<file path="src/rtl/cache_arbiter.sv">
// Two-into-one arbiter sharing the physical-memory port between I-cache and D-cache.
// Define CACHE_ARBITER_RR_EN for round-robin on simultaneous requests (default: D over I).
module cache_arbiter #(
  parameter int ADDR_W = 32,
  parameter int LINE_W = 256
) (
  input  logic              clk,
  input  logic              rst,
  input  logic              i_read,
  input  logic [ADDR_W-1:0] i_address,
  output logic [LINE_W-1:0] i_rdata,
  output logic              i_resp,
  input  logic              d_read,
  input  logic              d_write,
  input  logic [ADDR_W-1:0] d_address,
  input  logic [LINE_W-1:0] d_wdata,
  output logic [LINE_W-1:0] d_rdata,
  output logic              d_resp,
  output logic              mem_read,
  output logic              mem_write,
  output logic [ADDR_W-1:0] mem_address,
  output logic [LINE_W-1:0] mem_wdata,
  input  logic [LINE_W-1:0] mem_rdata,
  input  logic              mem_resp
);

  typedef enum logic [1:0] {
    IDLE,
    SERVE_I,
    SERVE_D,
    DONE
  } state_t;

  localparam logic [ADDR_W-1:0] LINE_MASK = ~ADDR_W'(5'h1F);

  state_t            state, state_next;
  logic              op_read, op_write;
  logic [ADDR_W-1:0] addr_q;
  logic [LINE_W-1:0] wdata_q;
  logic [LINE_W-1:0] i_line_q, d_line_q;
  logic              d_req;
  logic              grant_i, grant_d;

  assign d_req = d_read | d_write;

`ifdef CACHE_ARBITER_RR_EN
  // last_grant: 1 = D-cache was served most recently, 0 = I-cache.
  logic last_grant;

  always_comb begin
    grant_i = 1'b0;
    grant_d = 1'b0;
    if (state == IDLE) begin
      if (d_req && i_read) begin
        grant_d = ~last_grant;
        grant_i = last_grant;
      end else begin
        grant_d = d_req;
        grant_i = i_read;
      end
    end
  end

  always_ff @(posedge clk) begin
    if (rst) begin
      last_grant <= 1'b0;
    end else if (grant_d) begin
      last_grant <= 1'b1;
    end else if (grant_i) begin
      last_grant <= 1'b0;
    end
  end
`else
  always_comb begin
    grant_d = (state == IDLE) && d_req;
    grant_i = (state == IDLE) && i_read && !d_req;
  end
`endif

  always_ff @(posedge clk) begin
    if (rst) begin
      state <= IDLE;
    end else begin
      state <= state_next;
    end
  end

  always_comb begin
    state_next = state;
    mem_read   = 1'b0;
    mem_write  = 1'b0;
    i_resp     = 1'b0;
    d_resp     = 1'b0;
    unique case (state)
      IDLE: begin
        if (grant_d) begin
          state_next = SERVE_D;
        end else if (grant_i) begin
          state_next = SERVE_I;
        end
      end
      SERVE_I: begin
        mem_read  = op_read;
        mem_write = op_write;
        i_resp    = mem_resp;
        if (mem_resp) begin
          state_next = DONE;
        end
      end
      SERVE_D: begin
        mem_read  = op_read;
        mem_write = op_write;
        d_resp    = mem_resp;
        if (mem_resp) begin
          state_next = DONE;
        end
      end
      DONE: begin
        state_next = IDLE;
      end
      default: begin
        state_next = IDLE;
      end
    endcase
  end

  // Transaction is captured whole at grant so requester input changes cannot leak to memory.
  always_ff @(posedge clk) begin
    if (rst) begin
      op_read  <= 1'b0;
      op_write <= 1'b0;
      addr_q   <= '0;
      wdata_q  <= '0;
    end else if (grant_d) begin
      op_write <= d_write;
      op_read  <= d_read & ~d_write;
      addr_q   <= d_address & LINE_MASK;
      wdata_q  <= d_wdata;
    end else if (grant_i) begin
      op_write <= 1'b0;
      op_read  <= 1'b1;
      addr_q   <= i_address & LINE_MASK;
      wdata_q  <= d_wdata;
    end
  end

  always_ff @(posedge clk) begin
    if (rst) begin
      i_line_q <= '0;
      d_line_q <= '0;
    end else begin
      if (i_resp) begin
        i_line_q <= mem_rdata;
      end
      if (d_resp && op_read) begin
        d_line_q <= mem_rdata;
      end
    end
  end

  assign mem_address = addr_q;
  assign mem_wdata   = wdata_q;
  assign i_rdata     = i_resp ? mem_rdata : i_line_q;
  assign d_rdata     = (d_resp && op_read) ? mem_rdata : d_line_q;

endmodule
</file>
<file path="config.mk">
export PLATFORM = sky130hd
export DESIGN_NAME = cache_arbiter
export DESIGN_NICKNAME = d
export VERILOG_FILES = /design/src/rtl/cache_arbiter.sv
export SDC_FILE = /design/constraint.sdc
export NUM_CORES = 2
export LEC_CHECK = 0
export BUFFER_PORTS_ARGS = -buffer_cell sky130_fd_sc_hd__buf_2
export CAP_MARGIN = 0
export CORE_AREA = 2 2 539 541
export DETAILED_ROUTE_END_ITERATION = 10
export DIE_AREA = 0 0 541 543
export MAX_ROUTING_LAYER = met4
export PLACE_DENSITY_LB_ADDON = 0.05
export SLEW_MARGIN = 20
export SYNTH_ARGS = -nofsm -noshare
export SYNTH_HDL_FRONTEND = slang
export SYNTH_SLANG_ARGS = --single-unit
</file>
<file path="constraint.sdc">
create_clock -name clk -period 5.2 [get_ports clk]
set_input_delay 0.52 -clock clk [delete_from_list [all_inputs] [get_ports clk]]
set_output_delay 0.52 -clock clk [all_outputs]
set_load 0.005 [all_outputs]
</file>
==> results.cfg <==
[outcome]
status = complete, no violations

[sta]
worst_pin_slew_ns = 1.166
slew_limit_headroom_pct = 22.25
final_number_of_max_transition_violations = 0
period_share_pct = 73.65
max_freq_mhz = 261.1
post-route-min-period_ns = 3.830
hold_viol = 0
clock_skew_ns = 0.06775
finalSetupViolCount = 0
grt_setup_unrepaired = no
setup-tns-final_ns = 0

[floorplanning]
starting_density_pct = 10.72
placementRows = 197
num_io_pins = 1386
floorplan.core_area_um2 = 287400
fp.dieW_um = 541
dieArea_um2 = 293800
vertical_die_dimension_um = 543

[synth]
synth.lib_cells_used.distinct = 31
postSynthAreaPerCell_um2 = 10.23
synth_largest_area_cell = dfxtp_1
yosys.area.top_type_share_pct = 51.90
synthCells = 3012
ys.warnings.count = 0
netlist_top_cells_area = dfxtp_1 (52%), mux2_1 (16%), nor2b_1 (10%), o21ai_0 (4.6%), nand3_1 (4.2%)
ys_ff_latch = 799
synth.yosys.seq_area_share_pct = 51.90
syn_area_um2 = 30820

[clock_tree]
tritoncts = yes
clock-root-buffer = clkbuf_16
path_clk_slew_ns = 0.05
numClockSinks = 799
cts_h_tree_depth = 3
cts_buffers = 121
clk_path_buf_depth = 4
clkLatencyLatePin_ns = 0.87

[detailed_routing]
drt_drc_violations_left = 0
vias_per_cell = 3.361
vias = 29415
wirelength_mm = 195.8
detailedRoute.firstPassIterationCount = 5
routedWlPerCell_um = 22.37
antenna_violating_nets_post_route = 0
first_iter_violations = 1038

[placement]
globalplace.congestion = 0.7671
dp_hpwl_mm = 146.0
port-buffer-count = 1370

[power]
areal_power_density_over_the_cells_nw_per_um2 = 426.3
fin_total_pwr_uw = 21770
peakVddDrop_mv = 0.2650
power.static_leakage_uw = 0.02302

[global_route]
grt_overflow = 0
first_global_vias = 30295
grt_pass1_wl_mm = 263.5
grt_max_degree = 137
antenna_found_initial = 109
global_route.usage.total_pct = 13.12

[setup_path]
setup.reg_to_reg.worst_slack_ns = 1.92
crit_type = register to primary output
critical_path.max_stage_delay_ns = 0.41
critical_path_peak_fanout = 54
worst_setup_path_start_kind = register
ff2ff_path_depth = 8
worstPathRequired_ns = 4.68
critical_path_arrival_ns = 3.31
cp_cell_sequence = inv_1, ha_1, nand3_4, buf_12, buf_4, mux2_1, buf_2
critical_path.slowest_cell = buf_4
end_kind = primary output

[cells_and_area]
fill_cells = 32436
post_route_cells_drive_above_1_share_pct = 34.69
design.final.nets = 5373
combined_area_of_the_multi_input_logic_cells_um2 = 13680
area.sequential_um2 = 16000
area.growth.synth_to_final_pct = 65.71

[hold_path]
timing.hold.worst.class = input port to register
holdPathStages = 3

[run]
timing.max_cap.violations = 0
[layout make-up]
class | instances | area share [%]
multi-input cells | 1933 | 26.79
clock inverters | 23 | 0.5194
inverters | 4 | 0.02940
repair buffers | 1928 | 24.57
diodes | 94 | 0.4606
clock buffers | 190 | 7.044
well taps | 3781 | 9.264
flip-flops and latches | 799 | 31.32
[sequential cells by signal, indices dropped and copies added (netlist names)]
name         flops
d_line_q       256
i_line_q       256
mem_address     27
mem_wdata      256
op_read          1
op_write         1
state            2
[worst paths after layout]
path,end,startpoint
worst max-delay path,d_rdata[43],state[0]
worst max register to register,mem_address[7],state[1]
worst min-delay path,mem_wdata[184],d_wdata[184]
worst min register to register,mem_wdata[83],mem_wdata[83]
[timing repair]
item | CTS | global route
gates resized for setup | 0 | 0
buffers inserted | 0 | 0
hold buffers | 502 | 0
hold endpoints to repair | 687 | 0
[cells by family after synthesis]
logic type	synth area share, %
adder cells (fa/ha/maj)	0.1624
AO/OA/AOI/OAI	9.635
multiplexers	18.74
AND/OR/NAND/NOR	15.62
flip-flops	51.90
buffers and inverters	3.930
other	0.01217
[placed cells by master, fill, tap and decap left out, drive strengths merged, types with 4 or more instances in the layout]
cell,netlist,layout
a21oi,256,256
clkbuf,179,190
clkinv,0,11
ha,4,4
dlygate4sd3,0,502
conb,1,5
bufinv,0,4
inv,4,10
nor3,28,28
o21ai,284,284
dfxtp,799,799
nand3,258,258
a211oi,28,28
buf,101,1426
nor2b,512,512
diode,0,94
mux2,512,512
nand2,29,29
[cells in the mapped netlist (all sizes together)]
library cell  count
o21ai           284
inv               4
a22oi             1
and2              3
buf             101
a211oi           28
mux2i             1
nand2            29
ha                4
nor2              3
a32oi             1
nor2b           512
a32o              1
a211o             1
a221oi            1
nand4bb           1
mux2            512
dfxtp           799
and4bb            1
o21a              1
or3b              1
nand2b            1
conb              1
nand3           258
a21oi           256
nor3             28
clkbuf          179
[stage by stage]
stage,area (µm²),utilization (%),hold slack [ns],worst slack [ns],instances
2_1_floorplan,30830,-,0.4600,3.199,3016
3_3_place_gp,41950,14.59,0.4490,2.069,7943
3_5_place_dp,41950,14.59,0.4540,2.062,7943
4_1_cts,50830,17.69,0.0001297,1.161,8658
5_1_grt,51060,17.76,0.03161,1.106,8747
6_report,51070,17.77,0.06817,1.370,8752
[power by group]
part	leakage, µW	total (µW)	internal (µW)	switching (µW)
combinational	0.0146	6280	2490	3780
sequential	0.00651	7220	6900	321
clock	0.00190	8280	4890	3380
total	0.0230	21800	14300	7480
[metal layers]
layer	wire [µm]	vias up	track usage [%]
met4	3923	0	3.232
met5	0	-	-
met3	17190	228	5.004
met2	97810	1064	22.84
met1	76830	14034	13.90
li1	-	14089	-
[critical path: cells and delay by family (launching register included)]
kind | cells | cell delay, ns
and+or+nand+nor | 1 | 0.37
buffers and inverters | 4 | 1.00
adders and majority gates | 1 | 0.25
DFF | 1 | 0.33
muxes | 1 | 0.39
(Power assumes the default switching activity.)
